<file path="config.mk">
export PLATFORM = sky130hd
export DESIGN_NAME = ir_queue
export DESIGN_NICKNAME = d
export VERILOG_FILES = /design/src/rtl/ir_queue_pkg.sv /design/src/rtl/ir_queue_mem.sv /design/src/rtl/ir_queue.sv
export SDC_FILE = /design/constraint.sdc
export NUM_CORES = 1
export LEC_CHECK = 0
export ABC_AREA = 1
export BUFFER_PORTS_ARGS = -buffer_cell sky130_fd_sc_hd__buf_4
export CAP_MARGIN = 20
export CORE_ASPECT_RATIO = 1.2
export CORE_MARGIN = 4
export CORE_UTILIZATION = 50
export CTS_CLUSTER_SIZE = 12
export DETAILED_ROUTE_END_ITERATION = 8
export PLACE_DENSITY = 0.84
export SETUP_SLACK_MARGIN = 0.5
export SYNTH_ARGS = -nofsm -noshare
export SYNTH_HDL_FRONTEND = slang
export SYNTH_HIERARCHICAL = 1
export SYNTH_SLANG_ARGS = --single-unit
</file>
<file path="constraint.sdc">
create_clock -name clk -period 2.25 [get_ports clk]
set_input_delay 0.45 -clock clk [delete_from_list [all_inputs] [get_ports clk]]
set_output_delay 0.45 -clock clk [all_outputs]
set_load 0.01 [all_outputs]
</file>
<file path="src/rtl/ir_queue_pkg.sv">
// Shared definitions for the instruction register queue.
// Default sizes, a clog2 helper and instruction field positions.
package ir_queue_pkg;

   localparam int IR_WIDTH = 16;
   localparam int IR_DEPTH = 4;

   // Field positions used by downstream decode
   localparam int OP_MSB = 15;
   localparam int OP_LSB = 12;
   localparam int RD_MSB = 11;
   localparam int RD_LSB = 8;
   localparam int RS_MSB = 7;
   localparam int RS_LSB = 4;
   localparam int FN_MSB = 3;
   localparam int FN_LSB = 0;

   typedef struct packed {
      logic [OP_MSB-OP_LSB:0] op;
      logic [RD_MSB-RD_LSB:0] rd;
      logic [RS_MSB-RS_LSB:0] rs;
      logic [FN_MSB-FN_LSB:0] fn;
   } ir_fields_t;

   function automatic int ir_clog2(input int n);
      int r;
      int v;
      r = 0;
      v = n - 1;
      while (v > 0) begin
         r = r + 1;
         v = v >> 1;
      end
      return r;
   endfunction

   function automatic ir_fields_t ir_split(input logic [15:0] w);
      return ir_fields_t'(w);
   endfunction

endpackage

</file>
<file path="src/rtl/ir_queue_mem.sv">
// Queue storage: DEPTH x WIDTH array, one write port, one read port.
// No reset; contents are only meaningful under the queue pointers.
module ir_queue_mem
   import ir_queue_pkg::*;
#(
   parameter int WIDTH = IR_WIDTH,
   parameter int DEPTH = IR_DEPTH,
   parameter int AW    = ir_clog2(DEPTH)
) (
   input  logic             clk,
   input  logic             we,
   input  logic [AW-1:0]    waddr,
   input  logic [WIDTH-1:0] wdata,
   input  logic [AW-1:0]    raddr,
   output logic [WIDTH-1:0] rdata
);

   logic [WIDTH-1:0] mem [DEPTH];

   always_ff @(posedge clk) begin
      if (we)
         mem[waddr] <= wdata;
   end

   assign rdata = mem[raddr];

endmodule

</file>
<file path="src/rtl/ir_queue.sv">
// Instruction register with a small in-order prefetch queue.
// Head word is held in a register so Q never follows D combinationally.
module ir_queue
   import ir_queue_pkg::*;
#(
   parameter int WIDTH = IR_WIDTH,
   parameter int DEPTH = IR_DEPTH,
   parameter int CW    = ir_clog2(DEPTH + 1)
) (
   input  logic             clk,
   input  logic             reset,
   input  logic             ld,
   input  logic [WIDTH-1:0] D,
   input  logic             adv,
   input  logic             flush,
   output logic [WIDTH-1:0] Q,
   output logic             valid,
   output logic             full,
   output logic [CW-1:0]    count,
   output logic             ovf
);

   localparam int AW = ir_clog2(DEPTH);

   logic [AW-1:0]    wr_ptr;
   logic [AW-1:0]    rd_ptr;
   logic [AW-1:0]    rd_nxt;
   logic [CW-1:0]    cnt;
   logic [CW-1:0]    cnt_nxt;
   logic [WIDTH-1:0] q_r;
   logic [WIDTH-1:0] q_nxt;
   logic [WIDTH-1:0] rdata;
   logic             ovf_r;
   logic             full_w;
   logic             valid_w;
   logic             wr;
   logic             rd;
   logic             drop;

   assign full_w  = (cnt == CW'(DEPTH));
   assign valid_w = (cnt != '0);

   always_comb begin
      wr      = ld & (~full_w | adv);
      rd      = adv & valid_w;
      drop    = ld & full_w & ~adv;
      rd_nxt  = rd ? rd_ptr + AW'(1) : rd_ptr;
      cnt_nxt = cnt;
      unique case ({wr, rd})
         2'b10:   cnt_nxt = cnt + CW'(1);
         2'b01:   cnt_nxt = cnt - CW'(1);
         default: cnt_nxt = cnt;
      endcase
      // New head is the word being written only when it lands at rd_nxt
      q_nxt = '0;
      if (!flush && cnt_nxt != '0) begin
         if (wr && wr_ptr == rd_nxt)
            q_nxt = D;
         else
            q_nxt = rdata;
      end
   end

   ir_queue_mem #(
      .WIDTH (WIDTH),
      .DEPTH (DEPTH),
      .AW    (AW)
   ) u_mem (
      .clk   (clk),
      .we    (wr & ~flush),
      .waddr (wr_ptr),
      .wdata (D),
      .raddr (rd_nxt),
      .rdata (rdata)
   );

   always_ff @(posedge clk or negedge reset) begin
      if (!reset) begin
         wr_ptr <= '0;
         rd_ptr <= '0;
         cnt    <= '0;
         q_r    <= '0;
         ovf_r  <= 1'b0;
      end else if (flush) begin
         wr_ptr <= '0;
         rd_ptr <= '0;
         cnt    <= '0;
         q_r    <= '0;
         ovf_r  <= 1'b0;
      end else begin
         if (wr)
            wr_ptr <= wr_ptr + AW'(1);
         rd_ptr <= rd_nxt;
         cnt    <= cnt_nxt;
         q_r    <= q_nxt;
         if (drop)
            ovf_r <= 1'b1;
      end
   end

   assign Q     = q_r;
   assign valid = valid_w;
   assign full  = full_w;
   assign count = cnt;
   assign ovf   = ovf_r;

endmodule

</file>
==> results.toml <==
[outcome]
run_status = "complete, but fails checks"
violations = "negative setup slack"

[sta]
hold_viol_final = 0
rsz0062_at_grt = "yes"
tightestPinTransition_ps = 501
finalMaxSlewViolations = 0
min_period_over_period_pct = 103
setup_viol = 16
fmax_mhz = 430
finalHoldWorstSlack_ps = 298
slew-limit-headroom_pct = 66.5
skew_ps = 10.6
final.setup.worst_slack_ps = -73.7
fin_crit_ps = 2320
tns_ps = -830

[final_layout]
finish.net_count = 515
design_area_sq_um = 5090
final_common_cell = "nand2_1"
antenna_cells = 0
finalCoreUtilization_pct = 62.4
layout_common_cells = "nand2_1, inv_1, edfxtp_1"
fillers = 635
final_layout_size_suffix_gt1_share_pct = 28.2
areaGrowthSynthToFinish_pct = 21.0

[logic_synthesis]
synth_area_leaders = "edfxtp_1, dfrtp_1, nand2_1, inv_1, nand3_1"
synth_nets = 452
yosys_warnings = 6
avgSynthCellArea_sq_um = 9.80
synth_cell_types = 31
syn_inst = 429
synth_flop_cell = "edfxtp_1"
syn_area_sq_um = 4210
synth_largest_area_cell = "edfxtp_1"
synth-seq-area-share_pct = 60.0
synth-seq-cells = 88
netlist.area_leader.share_pct = 45.7
synth_edf_count = 64
synthArstFlopShare_pct = 27.3

[critical_path]
cp_max_fo = 16
cp-end-kind = "flop"
crit_chain = "nor2_4 > nand2_4 > nand2_4 > inv_2 > ha_4 > fa_2 > a21oi_2 > o21ai_1 > xor2_1 > nor2_1 > nor2_2 > buf_12 > nand2_1 > nor2_1"
max_stage_delay_ps = 470
start_kind = "flop"
cp_num_buf_inv = 2
required_ps = 2530
slowest_stage = "dfrtp_2"
cp_top_family = "simple AND/OR/NAND/NOR gates"
critPathKind = "flop to flop"
arrival_ps = 2600

[die]
die_area_sq_um = 9950
start_util_pct = 51.6
core_area_sq_um = 8150
rows = 36
die_w_um = 91.7
num_io_pins = 43
die_y_um = 108

[place]
dpl-instance-area_sq_um = 4770
routabilityCongestion = 0.822
dp.final_hpwl_um = 5830
port-buffer-count = 42

[flow_run]
maxCapViolations = 0

[cts]
numCtsBuffers = 9
cts_tree = "built"
clockRootBuffer = "clkbuf_8"
cts.clk_slew.worst_paths_ps = 90
cts_buffer_depth = 2
clock-sinks = 88
ctsHtreeMaxLevel = 3
clkLatencyLatePin_ps = 360

[hold_path]
hp-class = "primary input to flop"

[power]
total_power_uw = 5770
leakagePower_uw = 0.00242
p_per_area_nw_per_um2 = 1130
irDropWorstVdd_mv = 0.823

[routing]
wl_per_cell_um = 15.0
routed_via_density = 5.00
ant_nets = 0
drc = 0
drt_iter0_markers = 176
wirelength_um = 9170
dr.pass1.iters = 5
vias = 3052

[grt]
grt_pass1_vias = 3091
grt_pass1_wl_um = 14400
grt_max_degree = 33
grt_antenna_before_repair = 0
gr-total-overflow = 0
track_usage_pct = 18.8
==> where the power goes <==
| part | internal (uW) | switching (uW) |
|---|---|---|
| clock | 627 | 550 |
| sequential | 1920 | 96.7 |
| combinational | 1000 | 1570 |
==> final timing paths <==
kind	startpoint	endpoint	slack, ps	cells after the start
worst max-delay path	count[1]$_DFF_PN0_	Q[2]$_DFF_PN0_	-70	14
worst min register to register	ovf$_DFFE_PN0P_	ovf$_DFFE_PN0P_	530	2
worst min-delay path	D[15]	u_mem/mem[0][15]$_DFFE_PP_	300	1
min in group asynchronous	reset	Q[6]$_DFF_PN0_	540	2
worst max register to register	count[1]$_DFF_PN0_	Q[2]$_DFF_PN0_	-70	14
max in group asynchronous	reset	count[0]$_DFF_PN0_	1430	2
==> what timing repair did <==
item	4_1_cts	5_1_grt
resized for setup	7	12
endpoints found under the setup margin	58	84
setup buffers	1	4
pin swaps	1	2
hold endpoints to repair	21	0
hold buffers	1	0
gates cloned	0	0
==> stage by stage <==
step | instances | worst slack (ps)
2_1_floorplan | 429 | -62.0
3_3_place_gp | 589 | 10.5
3_5_place_dp | 589 | -67.4
4_1_cts | 607 | -18.5
5_1_grt | 611 | -232
6_report | 611 | -73.7
==> metal layers <==
metal	vias to the layer above	global-route usage, %	part of all wire [%]
met1	1443	22.7	40
met4	0	10.1	2.5
met3	22	3.06	5.8
met2	126	32.4	51
li1	1461	-	-
met5	-	0	0
==> layout make-up <==
cell class	count	area [sq um]	area share, %
Sequential cell	88	2520	49.6
Inverter	98	378	7.42
Clock inverter	5	81.3	1.60
Multi-Input combinational cell	227	1260	24.8
Timing Repair Buffer	68	571	11.2
Tap cell	114	143	2.80
Clock buffer	11	131	2.58
==> cell families after synthesis <==
kind of cell / after synthesis / synth area share (%)
buffers and inverters: 114 / 12.2
AND/OR/NAND/NOR: 218 / 25.6
AO/OA/AOI/OAI: 4 / 0.744
flip-flops: 88 / 60.0
multiplexers: 1 / 0.238
adder cells (fa/ha/maj): 2 / 0.774
XOR/XNOR: 2 / 0.417
==> synth_stat cells, types with 2 or more instances <==
library cell,count
dfrtp_1,24
nand2_4,4
buf_6,6
nand4_1,16
nand3_1,35
a21oi_1,2
nor2_2,22
edfxtp_1,64
inv_4,2
nor3_1,4
buf_4,4
nand2_2,5
nor2_1,21
inv_2,4
buf_2,4
nand3_2,2
nand2_1,103
xor2_1,2
inv_1,92
nor3b_1,2
==> state kept, by name (all words and copies together) (netlist names) <==
| register | flops |
|---|---|
| u_mem/mem | 64 |
| wr_ptr | 2 |
| count | 3 |
| ovf | 1 |
| Q | 16 |
| rd_ptr | 2 |
==> worst register-to-register path: stages, from the launching register on <==
cell	delay, ps
dfrtp_2	470
nor2_4	140
nand2_4	70
nand2_4	60
inv_2	40
ha_4	160
fa_2	350
a21oi_2	140
o21ai_1	90
xor2_1	190
nor2_1	80
nor2_2	150
buf_12	170
nand2_1	60
nor2_1	90
No activity file was read; power rests on OpenSTA's default activity.
